### src/rtl/addsub_pkg.sv
// addsub_pkg: shared widths, opcode and FSM state type for the add/sub functional unit
package addsub_pkg;
  localparam int TAG_W = 3;
  localparam int DATA_W = 16;
  localparam int CDB_W = 19;
  localparam logic [2:0] OP_SUB = 3'b001;
  typedef enum logic [1:0] {IDLE, EXEC, WB} state_t;
endpackage

### src/rtl/addsub_core.sv
// addsub_core: combinational 16-bit add/subtract with optional signed overflow (ADDSUB_OVF_EN)
module addsub_core
  import addsub_pkg::*;
(
  input  logic [DATA_W-1:0] a,
  input  logic [DATA_W-1:0] b,
  input  logic              sub,
  output logic [DATA_W-1:0] result
`ifdef ADDSUB_OVF_EN
  ,
  output logic              ovf
`endif
);
  assign result = sub ? a - b : a + b;
`ifdef ADDSUB_OVF_EN
  // overflow when the result sign differs from A while the effective operands share a sign
  assign ovf = (a[DATA_W-1] ^ result[DATA_W-1]) & ~(a[DATA_W-1] ^ b[DATA_W-1] ^ sub);
`endif
endmodule

### src/rtl/addsub_fu.sv
// addsub_fu: multi-cycle add/sub unit with dispatch handshake and CDB writeback; ADDSUB_OVF_EN adds ovf output
module addsub_fu
  import addsub_pkg::*;
#(
  parameter int LATENCY = 2
) (
  input  logic              CLK,
  input  logic              CLR,
  input  logic              despacho,
  input  logic [DATA_W-1:0] Valor1,
  input  logic [DATA_W-1:0] Valor2,
  input  logic [2:0]        OP,
  input  logic [TAG_W-1:0]  ID_in,
  output logic              confirma,
  output logic              busy,
  output logic              cdb_req,
  input  logic              cdb_grant,
  output logic [CDB_W-1:0]  CDB_out
`ifdef ADDSUB_OVF_EN
  ,
  output logic              ovf
`endif
);
  state_t             state;
  logic [1:0]         cnt;
  logic [DATA_W-1:0]  a_q, b_q, res_q, res_d;
  logic [2:0]         op_q;
  logic [TAG_W-1:0]   tag_q;
`ifdef ADDSUB_OVF_EN
  logic               ovf_q, ovf_d;
`endif

  addsub_core u_core (
    .a      (a_q),
    .b      (b_q),
    .sub    (op_q == OP_SUB),
    .result (res_d)
`ifdef ADDSUB_OVF_EN
    ,
    .ovf    (ovf_d)
`endif
  );

  assign busy    = state != IDLE;
  assign cdb_req = state == WB;
  assign CDB_out = cdb_req ? {tag_q, res_q} : '0;
`ifdef ADDSUB_OVF_EN
  assign ovf     = cdb_req & ovf_q;
`endif

  // accept in IDLE, count down in EXEC, hold the bus word in WB until granted
  always_ff @(posedge CLK or negedge CLR)
    if (!CLR) begin
      state    <= IDLE;
      cnt      <= 2'd0;
      confirma <= 1'b0;
      a_q      <= '0;
      b_q      <= '0;
      op_q     <= '0;
      tag_q    <= '0;
      res_q    <= '0;
`ifdef ADDSUB_OVF_EN
      ovf_q    <= 1'b0;
`endif
    end else begin
      confirma <= 1'b0;
      if (state == IDLE && despacho && ID_in != '0) begin
        state    <= EXEC;
        cnt      <= 2'(LATENCY - 1);
        confirma <= 1'b1;
        a_q      <= Valor1;
        b_q      <= Valor2;
        op_q     <= OP;
        tag_q    <= ID_in;
      end else if (state == EXEC) begin
        if (cnt == 2'd0) begin
          state <= WB;
          res_q <= res_d;
`ifdef ADDSUB_OVF_EN
          ovf_q <= ovf_d;
`endif
        end else
          cnt <= cnt - 2'd1;
      end else if (state == WB && cdb_grant)
        state <= IDLE;
    end
endmodule
### config.mk
export PLATFORM = sky130hd
export DESIGN_NAME = addsub_fu
export DESIGN_NICKNAME = d
export VERILOG_FILES = /design/src/rtl/addsub_pkg.sv /design/src/rtl/addsub_core.sv /design/src/rtl/addsub_fu.sv
export SDC_FILE = /design/constraint.sdc
export NUM_CORES = 1
export LEC_CHECK = 0
export BUFFER_PORTS_ARGS = -buffer_cell sky130_fd_sc_hd__buf_2
export CAP_MARGIN = 20
export CORE_UTILIZATION = 35
export CTS_BUF_LIST = sky130_fd_sc_hd__clkbuf_16
export CTS_CLUSTER_DIAMETER = 30
export DETAILED_ROUTE_END_ITERATION = 6
export PLACE_DENSITY = 0.65
export SYNTH_ARGS = -nofsm -noshare
export SYNTH_HDL_FRONTEND = slang
export SYNTH_SLANG_ARGS = --single-unit
export TNS_END_PERCENT = 20
### constraint.sdc
create_clock -name CLK -period 3 [get_ports CLK]
set_input_delay 0.45 -clock CLK [delete_from_list [all_inputs] [get_ports CLK]]
set_output_delay 0.45 -clock CLK [all_outputs]
set_load 0.01 [all_outputs]
### Word-level counts from Yosys, hierarchy flattened

Index checks and enable logic that the tools add are counted.

| operators by class | value |
|---|---|
| add/subtract/negate cells | 3 |
| equal/unequal tests | 5 |
| multipliers | 0 |
| shifts and indexed selects | 0 |
| div/mod/pow operators | 0 |
| $lt $le $gt $ge | 0 |
| reductions and logical operators | 12 |
| bitwise gates (word level) | 1 |
| multiplexer cells | 10 |

Operators by type and width:

| kind | count |
|---|---|
| 2-to-1 mux 19 bit | 1 |
| adder 16 bit | 1 |
| 2-to-1 mux 16 bit | 1 |
| subtractor 16 bit | 1 |
| 2-to-1 mux 2 bit | 7 |
| nonzero test 3 bit | 2 |
| logical NOT 2 bit | 2 |
| AND reduction 2 bit | 2 |
| nonzero test 2 bit | 2 |
| == test 3 x 1 -> 1 bit (second input constant) | 1 |
| logical AND 1 bit | 3 |
| inequality test 3 x 2 -> 1 bit (second input constant) | 1 |
| AND reduction 3 bit | 1 |
| == test 2 x 1 -> 1 bit (second input constant) | 1 |
| == test 2 bit (second input constant) | 1 |
| inequality test 2 bit (second input constant) | 1 |
| subtractor 2 x 1 -> 2 bit (second input constant) | 1 |
| 2-to-1 mux 1 bit | 1 |
| NOT 1 bit | 1 |

| word-level totals | value |
|---|---|
| latch bits | 0 |
| output and inout port bits | 22 |
| RAM bits | 0 |
| memories | 0 |
| bits in read-only memories | 0 |
| bits in registers | 59 |

### Logic depth before layout (Yosys ltp)

| depth | value |
|---|---|
| word-level depth | 5 |
| gate-level depth with buffers | 13 |

### Hierarchy

Synthesis repeated with hierarchy kept, for this count alone.

| second synthesis, totals | value |
|---|---|
| cells, all modules | 295 |
| area total of the unflattened synthesis | 3520.9 um2 |

Modules (own cells, without submodules):

| module | cells an instance | instances | area each (um2) |
|---|---|---|---|
| addsub_fu | 159 | 1 | 2532.4 |
| addsub_core | 136 | 1 | 988.4 |

### Worst setup path before layout

Ideal clock, no wire load.

| timing | value |
|---|---|
| path kind | reg2reg |
| start point | reg b_q[5] |
| end point | reg res_q[15] |
| stages on the path, launching flop included | 13 |
| data arrival time | 2.787 ns |
| path buffers | 0 |
| slack | 0.078 ns |
| required time | 2.864 ns |
| clock period less this slack | 2.922 ns |
| cell sequence | dfrtp_1 > nor3_1 > nand3b_1 > nor3b_1 > a21oi_1 > xnor2_1 > ha_1 > a21o_1 > a2111oi_0 > a221o_1 > a31oi_1 > xnor2_1 > o21ai_0 |

| on the way | value |
|---|---|
| longest elaborated chain between the ends | 2 |

RTL lines:

| element | RTL line | source |
|---|---|---|
| from (decl) | addsub_fu.sv:26 | `logic [DATA_W-1:0] a_q, b_q, res_q, res_d;` |
| from (signal assigned) | addsub_fu.sv:72 | `b_q <= Valor2;` |
| adder 16 bit or subtractor 16 bit (tied branches) | addsub_core.sv:14 | `assign result = sub ? a - b : a + b;` |
| 2-to-1 mux 16 bit (*) | addsub_core.sv:14 |  |
| to (signal assigned) | addsub_fu.sv:78 | `res_q <= res_d;` |
| to (decl) | addsub_fu.sv:26 |  |

Every way passes the cells marked *; elsewhere a longest branch is shown, timed or not.
A chain may end at the register's enable or synchronous reset.

### Worst setup path after layout

| timing | value |
|---|---|
| start point | reg b_q[0] |
| end point | reg res_q[15] |

Same word-level chain as after synthesis.

==> key figures <==
Route
  – Residual DRC: 0
  – Drt wl/cell: 12.5 um
  – DRT iter0 DRCs: 67
  – Routed wire length: 7350 um
  – Vias per cell: 4.77
  – First-pass DRT Iterations: 4
  – Via count: 2,807
  – Number of nets still failing antenna checks after routing: 0

Setup path
  – WP data arrival: 3.10 ns
  – CP max-delay cell: dfrtp_1
  – CP max stage delay: 0.40 ns
  – Critical Path Source Type: flop
  – Critical path fanouts, max: 5
  – Reg-to-reg setup timing slack: 0.1 ns
  – Buffers & Inverters on Critical Path: 2
  – Stages on the worst setup path: 13
  – CP cell instances: buf_6, nor3_4, and3b_2, nand2_2, o41ai_2, xor2_1, ha_1, buf_6, o2111ai_2, a221o_1, a31oi_1, xnor2_1, o21ai_1
  – Crit path max-delay family: compound AO/OA/AOI/OAI gates
  – Setup crit end kind: flop
  – Worst R2R Path Depth: 13
  – CP dominant cell by count: buf_6
  – Req. time, crit path: 3.20 ns
  – Setup CP Type: reg -> reg

Final layout
  – Multi-input gate area: 1840 um2
  – Nets: 533
  – Area delta synth->final: 31.2%
  – Ratio of cells with drive above 1 in the final layout: 0.264
  – Layout fillers: 904
  – Seq. cell area: 1480 um2
  – Finished Cell Area: 4330 um2
  – Commonest non-fill, non-tap cell in the layout: nand2_1
  – Most frequent cells in the layout: nand2_1 (124), buf_2 (63), dfrtp_1 (59)
  – Final std cells w/o fill: 588
  – Diode count: 0

Power
  – Worst vdd ir: 253 uV
  – Leak pwr: 2.27 nW
  – Total power: 2.18 mW
  – Power Dens Cells: 504 nW/um2

Yosys
  – Seq/Total Area, Yosys: 0.447
  – Syn Area/Cell: 8.62 um2
  – Compound-Gate Fraction of Synth Area: 0.128
  – Multiplexer share of the synthesized area: 0.00644
  – Ys flop type: dfrtp_1
  – Synthesis-stage register bit count: 59
  – Count of warnings emitted by yosys: 0
  – Main combinational cell family by area after synthesis: simple AND/OR/NAND/NOR gates
  – Area share of the largest cell type after synthesis: 0.447
  – Async S/R FF share, synth: 1.00
  – Gate Count Post-Synth: 383
  – XOR/XNOR Fraction of Synth Area: 0.0769
  – Post-synth EDFFs: 0
  – Mapped Area: 3300 um2
  – Simple-gate share of the synthesized area: 0.240
  – Adder-cell share of the synthesized area: 0.0705
  – Synth top area cells: dfrtp_1 (45%), nand2_1 (14%), ha_1 (6.4%)
  – Area leader, netlist: dfrtp_1
  – Syn nets: 443
  – Post-synthesis cell type count: 44

Die
  – Chip height: 99.1 um
  – Core area: 9200 um2
  – Initial core utilization: 0.359
  – Die Wd: 99.1 um
  – IO Pins: 64
  – Die area: 9830 um2
  – Row Count: 35

Flow run
  – Max-Cap Viols: 0

Clock network
  – CTS max path bufs: 2
  – CTS sink cnt: 59
  – CTS Buf Count: 9
  – Clock Latency Late Sink: 0.33 ns
  – Clk slew on worst S/H paths: 0.05 ns
  – Htree depth: 3
  – CTS tree: built
  – Clock Tree Root: clkbuf_16

Placed design
  – DP Wirelength: 5460 um
  – Dpl cell area: 3910 um2
  – GP Congestion: 0.853
  – Placed cells: 568
  – Port bufs: 63

Timing
  – Max Slew Vio Count: 0
  – Max-Slew Margin vs Limit: 0.390
  – Skew final: 0.00885 ns
  – Fin. Hold Viols: 0
  – Setup repair after global routing missed its margin: yes
  – Achievable Freq: 344 MHz
  – Setup TNS: 0 ns
  – Hold_ws: 0.157 ns
  – Actual slew at the worst max-slew pin: 0.912 ns
  – # setup viols final: 0
  – Final Critical Period: 2.90 ns
  – Final period util: 0.968

GRT
  – Gr usage total: 0.158
  – Pin count of the biggest net entering global routing: 37
  – Initial antenna violation count: 0
  – Total grt overflow: 0
  – Global-route wire length before repair: 12,200 um
  – Vias in the first global route: 2,733

Outcome
  – Status: completed

Min path
  – Hold WC Path Type: in -> async
[cell families after synthesis]
family,after synthesis
flip-flops,59
adder cells (fa/ha/maj),18
multiplexers,2
buffers and inverters,26
AND/OR/NAND/NOR,184
AO/OA/AOI/OAI,65
XOR/XNOR,29
[worst register-to-register path, cell delays in order, from the launching register on]
cell and delay (ns):
dfrtp_1 0.40, buf_6 0.13, nor3_4 0.18, and3b_2 0.23
nand2_2 0.06, o41ai_2 0.31, xor2_1 0.12, ha_1 0.37
buf_6 0.14, o2111ai_2 0.09, a221o_1 0.33, a31oi_1 0.18
xnor2_1 0.15, o21ai_1 0.09
[through the flow]
step,setup slack [ns],utilization
3_5_place_dp,0.0535,0.425
2_1_floorplan,0.0777,-
6_report,0.0963,0.471
3_3_place_gp,0.156,0.425
5_1_grt,-0.0984,0.471
4_1_cts,0.0265,0.455
[power by group]
group          total [mW]  internal, mW  switching [mW]  leakage, nW
Clock               0.947         0.622           0.325        0.143
Sequential          0.852         0.827          0.0250        0.761
Combinational       0.385         0.180           0.205         1.37
[path summary, 6_finish.rpt]
kind,endpoint,from
worst max-delay path,res_q[15]$_DFFE_PN0P_,b_q[0]$_DFFE_PN0P_
worst min-delay path,res_q[12]$_DFFE_PN0P_,CLR
worst max register to register,res_q[15]$_DFFE_PN0P_,b_q[0]$_DFFE_PN0P_
worst min register to register,res_q[0]$_DFFE_PN0P_,res_q[0]$_DFFE_PN0P_
max in group asynchronous,b_q[0]$_DFFE_PN0P_,CLR
min in group CLK,state[1]$_DFFE_PN0P_,cdb_grant
[sequential cells by signal, indices dropped and copies added, names as in the netlist]
| register | count |
|---|---|
| cnt | 2 |
| res_q | 16 |
| confirma | 1 |
| state | 2 |
| tag_q | 3 |
| b_q | 16 |
| op_q | 3 |
| a_q | 16 |
[timing repair]
action / 4_1_cts / 5_1_grt
buffers inserted: 0 / 5
hold buffers: 0 / 0
endpoints found under the setup margin: 1 / 6
gates cloned: 0 / 0
pin swaps: 0 / 18
resized for setup: 1 / 24
[per-layer routing]
metal	track usage	up-vias	wire, um
li1	-	1447	-
met1	0.210	1274	3520
met2	0.253	74	3360
met3	0.0288	12	343
met4	0.0713	0	133
met5	0	-	0
[cells in the mapped netlist, types with 2 or more instances]
cell      number
dfrtp_1       59
a31oi_1        2
clkbuf_1       9
ha_1          17
a21o_1         4
nand2_1      125
a22o_1         2
and2_1        20
o21a_1         2
nor2b_1        2
xor2_1        11
o31ai_2        2
nor2_1        19
a41oi_1        2
buf_2          4
o21ai_0       22
nand2b_1       2
nand3b_1       2
xnor2_1       18
inv_1         13
a211oi_1       3
nor3_1         5
a21oi_1       15
or2_2          2
nor3b_1        2
[cell type report]
class                           instances  share of cell area
Multi-Input combinational cell        298               0.424
Sequential cell                        59               0.341
Timing Repair Buffer                   92               0.129
Clock buffer                            9              0.0520
Tap cell                              111              0.0321
Clock inverter                          6              0.0116
Inverter                               13              0.0113
Power figures use the tool's default switching activity.
